**src/rtl/irq_pkg.sv**
```systemverilog
// Shared definitions for the interrupt encoder: FSM encoding and helpers.
package irq_pkg;

  // Raw 2-bit state encodings.
  localparam logic [1:0] IDLE    = 2'd0;
  localparam logic [1:0] PRESENT = 2'd1;
  localparam logic [1:0] CLEAR   = 2'd2;

  // Typed view of the same encodings, used by the FSM.
  typedef enum logic [1:0] {
    ST_IDLE    = IDLE,
    ST_PRESENT = PRESENT,
    ST_CLEAR   = CLEAR
  } irq_state_e;

  // Legal request-line counts: powers of two from 2 to 32.
  function automatic bit size_is_legal(input int size);
    return (size >= 2) && (size <= 32) && ((size & (size - 1)) == 0);
  endfunction

endpackage : irq_pkg

```
**src/rtl/irq_encoder_priority_encoder.sv**
```systemverilog
// Combinational lowest-set-bit selector: bit 0 has the highest priority.
module priority_encoder #(
  parameter int SIZE = 8,
  localparam int IW  = $clog2(SIZE)
) (
  input  logic [SIZE-1:0] req,
  output logic [IW-1:0]   index,
  output logic            any
);

  // Scan from the top down so the lowest set bit is the last one written.
  always_comb begin
    index = '0;
    any   = 1'b0;
    for (int i = SIZE - 1; i >= 0; i--) begin
      if (req[i]) begin
        index = IW'(i);
        any   = 1'b1;
      end
    end
  end

endmodule : priority_encoder

```
**src/rtl/irq_encoder.sv**
```systemverilog
// Interrupt encoder: accumulates level requests into a pending vector,
// presents the lowest enabled pending line, and clears it after ack.
module irq_encoder
  import irq_pkg::*;
#(
  parameter int SIZE = 8,
  localparam int IW  = $clog2(SIZE)
) (
  input  logic            i_Clk,
  input  logic            i_Rst_n,
  input  logic [SIZE-1:0] i_Req,
  input  logic [SIZE-1:0] i_Enable,
  input  logic            i_Disable,
  input  logic            i_Ack,
  output logic            o_Valid,
  output logic [IW-1:0]   o_Index,
  output logic [SIZE-1:0] o_Pending,
  output logic [1:0]      o_Dbg_State
);

  irq_state_e      state_q, state_d;
  logic [SIZE-1:0] pending_q, pending_d;
  logic [IW-1:0]   index_q, index_d;
  logic            valid_q, valid_d;

  logic [SIZE-1:0] clr;
  logic [SIZE-1:0] candidate;
  logic [IW-1:0]   sel_index;
  logic            sel_any;

  // Selection works on the registered pending vector, so a request seen at
  // one edge is presentable from the following edge.
  assign candidate = pending_q & i_Enable;

  priority_encoder #(
    .SIZE (SIZE)
  ) u_prio (
    .req   (candidate),
    .index (sel_index),
    .any   (sel_any)
  );

  // Pending update: clear only the presented line during CLEAR; a new
  // request on the same bit wins over the clear.
  always_comb begin
    clr = '0;
    if (state_q == ST_CLEAR) begin
      clr[index_q] = 1'b1;
    end
    pending_d = (pending_q & ~clr) | i_Req;
  end

  // Next-state and registered-output logic for the presentation FSM.
  always_comb begin
    state_d = state_q;
    index_d = index_q;
    valid_d = valid_q;
    unique case (state_q)
      ST_IDLE: begin
        if (sel_any && !i_Disable) begin
          state_d = ST_PRESENT;
          index_d = sel_index;
          valid_d = 1'b1;
        end
      end
      ST_PRESENT: begin
        // Index is frozen here; only ack moves us on.
        if (i_Ack) begin
          state_d = ST_CLEAR;
          valid_d = 1'b0;
        end
      end
      ST_CLEAR: begin
        state_d = ST_IDLE;
        valid_d = 1'b0;
      end
      default: begin
        state_d = ST_IDLE;
        valid_d = 1'b0;
      end
    endcase
  end

  // State and output registers, asynchronously cleared.
  always_ff @(posedge i_Clk or negedge i_Rst_n) begin
    if (!i_Rst_n) begin
      state_q   <= ST_IDLE;
      pending_q <= '0;
      index_q   <= '0;
      valid_q   <= 1'b0;
    end else begin
      state_q   <= state_d;
      pending_q <= pending_d;
      index_q   <= index_d;
      valid_q   <= valid_d;
    end
  end

  assign o_Valid     = valid_q;
  assign o_Index     = index_q;
  assign o_Pending   = pending_q;
  assign o_Dbg_State = state_q;

endmodule : irq_encoder
```
**config.mk**
```make
export PLATFORM = sky130hd
export DESIGN_NAME = irq_encoder
export DESIGN_NICKNAME = d
export VERILOG_FILES = /design/src/rtl/irq_pkg.sv /design/src/rtl/irq_encoder_priority_encoder.sv /design/src/rtl/irq_encoder.sv
export SDC_FILE = /design/constraint.sdc
export NUM_CORES = 1
export LEC_CHECK = 0
export ABC_AREA = 1
export CAP_MARGIN = 20
export CORE_MARGIN = 4
export CORE_UTILIZATION = 36
export CTS_BUF_LIST = sky130_fd_sc_hd__clkbuf_8
export CTS_CLUSTER_SIZE = 12
export DETAILED_ROUTE_END_ITERATION = 6
export MAX_ROUTING_LAYER = met4
export PLACE_DENSITY = 0.77
export SLEW_MARGIN = 5
export SYNTH_ARGS = -nofsm -noshare
export SYNTH_HDL_FRONTEND = slang
export SYNTH_SLANG_ARGS = --single-unit
```
**constraint.sdc**
```tcl
create_clock -name i_Clk -period 1.2 [get_ports i_Clk]
set_clock_uncertainty 0.1 [all_clocks]
set_input_delay 0.24 -clock i_Clk [delete_from_list [all_inputs] [get_ports i_Clk]]
set_output_delay 0.24 -clock i_Clk [all_outputs]
set_load 0.005 [all_outputs]
```
## Yosys cells after proc, flatten, opt, wreduce, memory -nomap -nowiden

Cells that the tools add are included.

| storage, ports and cells | value |
|---|---|
| register bits | 14 |
| input bits | 20 |
| output and inout port bits | 14 |
| word-level logic and storage cells | 45 |

| operators by class | value |
|---|---|
| magnitude comparators | 2 |
| equal/unequal tests | 4 |
| muxes and demuxes | 25 |
| bitwise logic cells | 4 |
| reductions and logical operators | 6 |

Operators by type and width:

| kind | number |
|---|---|
| $mux 3 | 8 |
| $and 8x8->8 | 2 |
| $mux 1 | 11 |
| $mux 8 | 1 |
| $not 8->8 | 1 |
| $or 8x8->8 | 1 |
| $lt 3x4->1 const B | 1 |
| $mux 2 | 2 |
| $ne 2x2->1 const B | 2 |
| $pmux 2 s2 | 1 |
| $reduce_and 2->1 | 2 |
| $demux 1 s3 | 1 |
| $ge 3x1->1 const B | 1 |
| $eq 2x1->1 const B | 1 |
| $eq 2x2->1 const B | 1 |
| $logic_and 1x1->1 | 2 |
| $logic_not 2->1 | 1 |
| $pmux 1 s2 | 1 |
| $logic_not 1->1 | 1 |

## Depth between registers and ports, before layout

Gate-level depths: netlist (run 1).

| logic depth | value |
|---|---|
| depth in word-level cells | 12 |
| gate-level depth with buffers | 9 |
| depth with buffers taken out | 9 |

## By module

Synthesis (run 1) repeated with hierarchy kept, for this count alone.

| second synthesis, totals | value |
|---|---|
| cells, all modules | 110 |
| area, all modules | 735.7 µm² |

By module, submodules not included:

| module | instances | cells each | area an instance (µm²) | sequential area each (µm²) |
|---|---|---|---|---|
| irq_encoder | 1 | 88 | 636.9 | 325.3 |
| priority_encoder | 1 | 22 | 98.8 | 0.0 |

## Worst setup path after synthesis (run 1)

Ideal clock, no wire load.

| timing path | value |
|---|---|
| kind | register to register |
| from | register, netlist name o_Valid |
| to | register index_q[1] (netlist: o_Index[1]) |
| library setup time | 0.123 ns |
| arrival | 0.976 ns |
| data required time | 0.977 ns |
| slack | 0.000 ns |
| cell stages (with the launch flop) | 6 |
| path buffers | 0 |
| period minus slack after synthesis | 1.200 ns |
| path through | dfrtp_1 nor3_4 o21ai_2 and2_4 nand2_2 o21ai_2 |

RTL lines:

| what | RTL line | text |
|---|---|---|
| end signal, assigned | irq_encoder.sv:94 | `index_q <= index_d;` |
| end, declared | irq_encoder.sv:23 | `logic [IW-1:0] index_q, index_d;` |

==> impl_metrics.ini, run 1 <==
[synth]
seq_area_frac_synth_pct = 49.43
yosys-top-cells-area = dfrtp_1 49%, nand2_1 20%, inv_1 8.6%, o21ai_0 7.6%, o21ai_2 4.0%
synthesis.area_um2 = 658.1
yosysTopAreaCell = dfrtp_1
synthCells = 86
synth-seq-cells = 13
ys_types = 13
syn_avg_cell_area_um2 = 7.653
yosysWarnings = 0
syn_nets = 106
synth.top_cell.area_share_pct = 49.43

[clock_network]
cts_tree = done
cts_max_level = 1
clk_pin_slew_ns = 0.06
hold_buffers = 0
cts_buffers = 3
cts.sinks = 13
cts.path.max_buffers = 2
clk_latency_ns = 0.24
clock-root-buffer = clkbuf_8

[global_route]
grt_pass1_wl_um = 3036
antenna_found_initial = 0
grt_max_degree = 14
first_global_vias = 700
grt_usage_pct = 16.37
grt-ovfl-total = 0

[sta]
setup_viol = 16
worst_pin_slew_ns = 0.1978
finalWorstPathRequiredPeriod_ns = 1.355
setup_slack_ns = -0.1550
final.period_utilization_pct = 112.9
fmax_mhz = 738.0
fin_setup_tns_ns = -1.403
maxSlewHeadroom_pct = 86.68
hold_viol_final = 0
slew_viol_final = 0
rsz0062_at_grt = yes

[placed_design]
pre_cts_ws_ns = -0.2936
routabilityCongestion = 0.8248
port_buffers = 33
dpl.hpwl_um = 1326

[run_status]
violations = negative setup slack
status = finished, violations left

[pwr]
ir_drop_mv = 0.7831
p_leak_uw = 0.0006105
p_per_area_nw_per_um2 = 1614

[layout]
layout_commonest_cell = nand2_1
layout_common_cells = 28 x nand2_1, 19 x clkdlybuf4s50_1, 16 x inv_1, 12 x dfrtp_1, 11 x o21ai_2
num-nets-final = 159
nFillCells = 137
synthToLayoutAreaGrowth_pct = 89.16
drive_gt1_share_pct = 36.96
num_antenna_cells = 0

[floorplan]
die_y_um = 50.76
die_area_um2 = 2576
start_util_pct = 38.12
placeableCoreArea_um2 = 1727
num_rows = 15
ios = 34
die_w_um = 50.76

[detailed_routing]
vias = 733
drc = 0
drt-initial-drc-count = 6
ant_nets = 0
dr.pass1.iters = 4
viasPerCell = 4.497
routed_wl_um = 1890
wl_per_cell_um = 11.60

[setup_path]
cp_max_fo = 3
critPathKind = flip-flop to primary output
path_common_cell = buf_6
reg2reg_depth = 6
worst_setup_path_end_kind = primary output
arrival_ns = 1.02
timing.critical_path.slowest_stage_cell = dfrtp_2
cp.required_ns = 0.86
cpPeakStageDelay_ns = 0.41
critPathLaunchType = flip-flop
worstPathCellList = buf_4 -> buf_6 -> buf_6

[run]
drv_cap = 0

[worst_hold_path]
min_path_type = primary input to asynchronous set/reset pin
## cell type report
class	instances	area, µm²	area share, %
Clock inverter	1	3.754	0.3015
Clock buffer	3	41.29	3.317
Sequential cell	13	326.6	26.23
Inverter	15	56.30	4.523
Tap cell	25	31.28	2.513
Timing Repair Buffer	49	451.7	36.28
Multi-Input combinational cell	57	334.1	26.83
## repair_timing
item,4_1_cts,5_1_grt
endpoints found under the hold margin,0,0
resized for setup,48,27
setup buffers,8,4
cloned,0,0
endpoints found under the setup margin,26,21
pin swaps,6,5
## cells in the mapped netlist
library cell	number
and2_4	1
nand2_2	1
nand2_1	35
a21boi_0	1
nor2_1	2
buf_4	1
a21oi_1	2
nor3_4	1
dfrtp_1	13
inv_1	15
o21ai_2	3
o21ai_0	10
nand3_1	1
## power by group
group	leakage, µW	switching [µW]	internal [µW]
clock	0.0000269	159	226
sequential	0.000132	63.5	535
combinational	0.000451	490	536
total	0.000610	712	1300
## stage by stage
| stage | util [%] | hold WS, ns | power (µW) | instances | area (µm²) |
|---|---|---|---|---|---|
| floorplan | - | -0.1556 | 952.1 | 86 | 658.1 |
| global placement | 60.36 | 0.4179 | 1352 | 147 | 1042 |
| detailed placement | 60.36 | 0.4127 | 1373 | 147 | 1042 |
| CTS | 68.26 | 0.2183 | 1853 | 159 | 1179 |
| global route | 72.10 | 0.2428 | 2140 | 163 | 1245 |
| finish | 72.10 | 0.2166 | 2010 | 163 | 1245 |
## sequential cells by signal, indices dropped and copies added (netlist names)
register     count
o_Dbg_State      1
o_Index          3
o_Pending        8
o_Valid          1
## cell families after synthesis
family	after synthesis	share of synthesized area (%)
AND/OR/NAND/NOR	41	26.62
buffers and inverters	16	9.696
flip-flops	13	49.43
AO/OA/AOI/OAI	16	14.26
## per-layer routing
metal,global-route usage (%),part of all wire (%)
met1,17.84,38
met2,28.04,54
met3,3.561,5.8
met4,8.072,1.8
met5,-,0
## critical path: cells and delay by family, from the launching register on
family	cells	cell delay, ns
flip-flops	1	0.41
buffers and inverters	3	0.36
## worst paths after layout
| check | slack [ns] | end | start |
|---|---|---|---|
| setup reg to reg | -0.16 | o_Index[1] | o_Dbg_State[1] |
| setup / recovery | -0.16 | o_Dbg_State[0] | o_Valid |
| max in group asynchronous | 0.61 | o_Valid | i_Rst_n |
| hold / removal | 0.22 | o_Index[1] | i_Rst_n |
| hold reg to reg | 0.41 | o_Pending[3] | o_Pending[3] |
| min in group i_Clk | 0.41 | o_Pending[3] | o_Pending[3] |
(Power assumes the default switching activity.)
==> run 2: changes to the inputs <==
--- a/config.mk
+++ b/config.mk
@@ -10,10 +10,11 @@
 export CORE_MARGIN = 4
 export CORE_UTILIZATION = 36
 export CTS_BUF_LIST = sky130_fd_sc_hd__clkbuf_8
-export CTS_CLUSTER_SIZE = 12
+export CTS_CLUSTER_SIZE = 24
 export DETAILED_ROUTE_END_ITERATION = 6
 export MAX_ROUTING_LAYER = met4
 export PLACE_DENSITY = 0.77
+export SETUP_SLACK_MARGIN = 0.2
 export SLEW_MARGIN = 5
 export SYNTH_ARGS = -nofsm -noshare
 export SYNTH_HDL_FRONTEND = slang
==> impl_metrics.ini, run 2 (synthesis results as in run 1) <==
[sta]
slew_viol_final = 0
hold_viol_final = 0
worst_pin_slew_ns = 0.2047
fmax_mhz = 767.1
setup_viol = 6
setup_slack_ns = -0.1037
maxSlewHeadroom_pct = 86.21
timing.hold.ws_ns = 0.2026
rsz0062_at_grt = yes
finalWorstPathRequiredPeriod_ns = 1.304
final.period_utilization_pct = 108.6

[placed_design]
dpl.hpwl_um = 1350
routabilityCongestion = 0.7879
dp_cells = 149
port_buffers = 33
placedInstanceArea_um2 = 1059

[pwr]
p_per_area_nw_per_um2 = 1556
ir_drop_mv = 0.7923
sw_frac_of_total_pct = 35.03
p_switching_uw = 630.0
p_total_uw = 1799
p_leak_uw = 0.0005521
seqPwrFrac_pct = 33.3
p_int_uw = 1169
pwr-share-comb_pct = 45.2
clkPwrFrac_pct = 21.5

[layout]
synthToLayoutAreaGrowth_pct = 75.67
num_antenna_cells = 0
largest_register_ffs = 8
postLayoutCellArea_um2 = 1156
layout_common_cells = 24 x nand2_1, 19 x clkdlybuf4s50_1, 16 x inv_1, 12 x dfrtp_1, 11 x buf_2
nFillCells = 134
layout_commonest_cell = nand2_1
num-nets-final = 156
fin_cells = 160
multi_input_area_um2 = 314.1
utilization_pct = 66.96
drive_gt1_share_pct = 34.81
register_area_um2 = 326.6

[setup_path]
cp.required_ns = 1.23
cp_max_fo = 4
path_common_cell = o21ai_2
critPathKind = flip-flop to flip-flop
worstPathCellList = buf_6 -> nor3_4 -> o21ai_2 -> and2_4 -> nand2_2 -> o21ai_2
critPathLaunchType = flip-flop
worst_setup_path_end_kind = flip-flop
reg2reg_slack_ns = -0.10
timing.critical_path.slowest_stage_cell = dfrtp_2
worstReg2RegStart = o_Valid
cpPeakStageDelay_ns = 0.41
critPathLaunch = o_Valid
arrival_ns = 1.34

[global_route]
grt_pass1_wl_um = 3015
grt_max_degree = 14
grt_usage_pct = 16.26
first_global_vias = 727
antenna_found_initial = 0
grt-ovfl-total = 0

[run_status]
violations = negative setup slack
status = finished, violations left

[detailed_routing]
vias = 704
viasPerCell = 4.400
wl_per_cell_um = 11.54
wl_met3_um = 112
ant_nets = 0
top_layer = met4
drc = 0
dr.pass1.iters = 4
drt-initial-drc-count = 3
routed_wl_um = 1846
met1Wirelength_um = 737
wl_met2_um = 950

[floorplan]
die_w_um = 50.76
die_y_um = 50.76
num_rows = 15
start_util_pct = 38.12
placeableCoreArea_um2 = 1727
ios = 34
die_area_um2 = 2576

[clock_network]
cts.sinks = 13
cts.path.max_buffers = 2
cts_max_level = 1
clk_latency_ns = 0.24
cts_buffers = 3
hold_buffers = 0
clk_pin_slew_ns = 0.05
cts_tree = done
clock-root-buffer = clkbuf_8

[run]
drv_cap = 0

[worst_hold_path]
min_path_type = primary input to asynchronous set/reset pin
[run 2: cell types whose count changed in the layout (fill, tap and decap cells not counted), moves of 3 or more]
cell and change:
nand2_1 -4, buf_6 -6, clkbuf_2 -5, buf_2 +11
o21ai_2 -8, o21ai_1 +8, nand2_2 +3, clkdlybuf4s15_1 -4
[run 2: area by class of cell]
class / instances / share of cell area, %
Sequential cell: 13 / 28.25
Clock buffer: 3 / 3.571
Clock inverter: 1 / 0.3247
Timing Repair Buffer: 46 / 33.12
Multi-Input combinational cell: 57 / 27.16
Tap cell: 25 / 2.706
Inverter: 15 / 4.870
[run 2: worst paths after layout]
| kind | endpoint | depth (start not counted) |
|---|---|---|
| setup / recovery | o_Index[1] | 6 |
| hold / removal | o_Index[1] | 2 |
| setup reg to reg | o_Index[1] | 6 |
| hold reg to reg | o_Pending[1] | 2 |
| max in group asynchronous | o_Valid | 2 |
| min in group i_Clk | o_Pending[1] | 2 |
[run 2: power by group through the flow]
stage | logic, µW | clock network (µW) | registers (µW)
2_1_floorplan | 317 | 0 | 650
3_3_place_gp | 750 | 0 | 621
3_5_place_dp | 766 | 0 | 628
4_1_cts | 773 | 390 | 599
5_1_grt | 891 | 408 | 619
6_report | 813 | 386 | 599
[run 2: timing repair]
action                                  in CTS  in global routing
endpoints found under the setup margin      26                 26
setup buffers                                6                  1
resized for setup                           61                 10
pin swaps                                    4                  3
hold endpoints to repair                     0                  0
[run 2: worst max-delay path, delay by kind of cell, from the launching register on]
kind / cells / cell delay (ns)
AOI/OAI and AO/OA: 2 / 0.14
buffers and inverters: 1 / 0.13
DFF: 1 / 0.41
and+or+nand+nor: 3 / 0.40
[run 2: metal layers]
metal  up-vias  track usage, %
li1        363               -
met1       313           16.05
met2        23           28.48
met3         5           3.858
met4         0           10.31
met5         -               -
[run 2: through the flow]
stage / setup slack, ns / setup TNS (ns)
detailed placement: -0.3513 / -1.518
finish: -0.1037 / -0.4202
global placement: -0.3019 / -1.187
global route: -0.1792 / -1.339
floorplan: 0.009831 / 0
CTS: -0.1179 / -0.9913
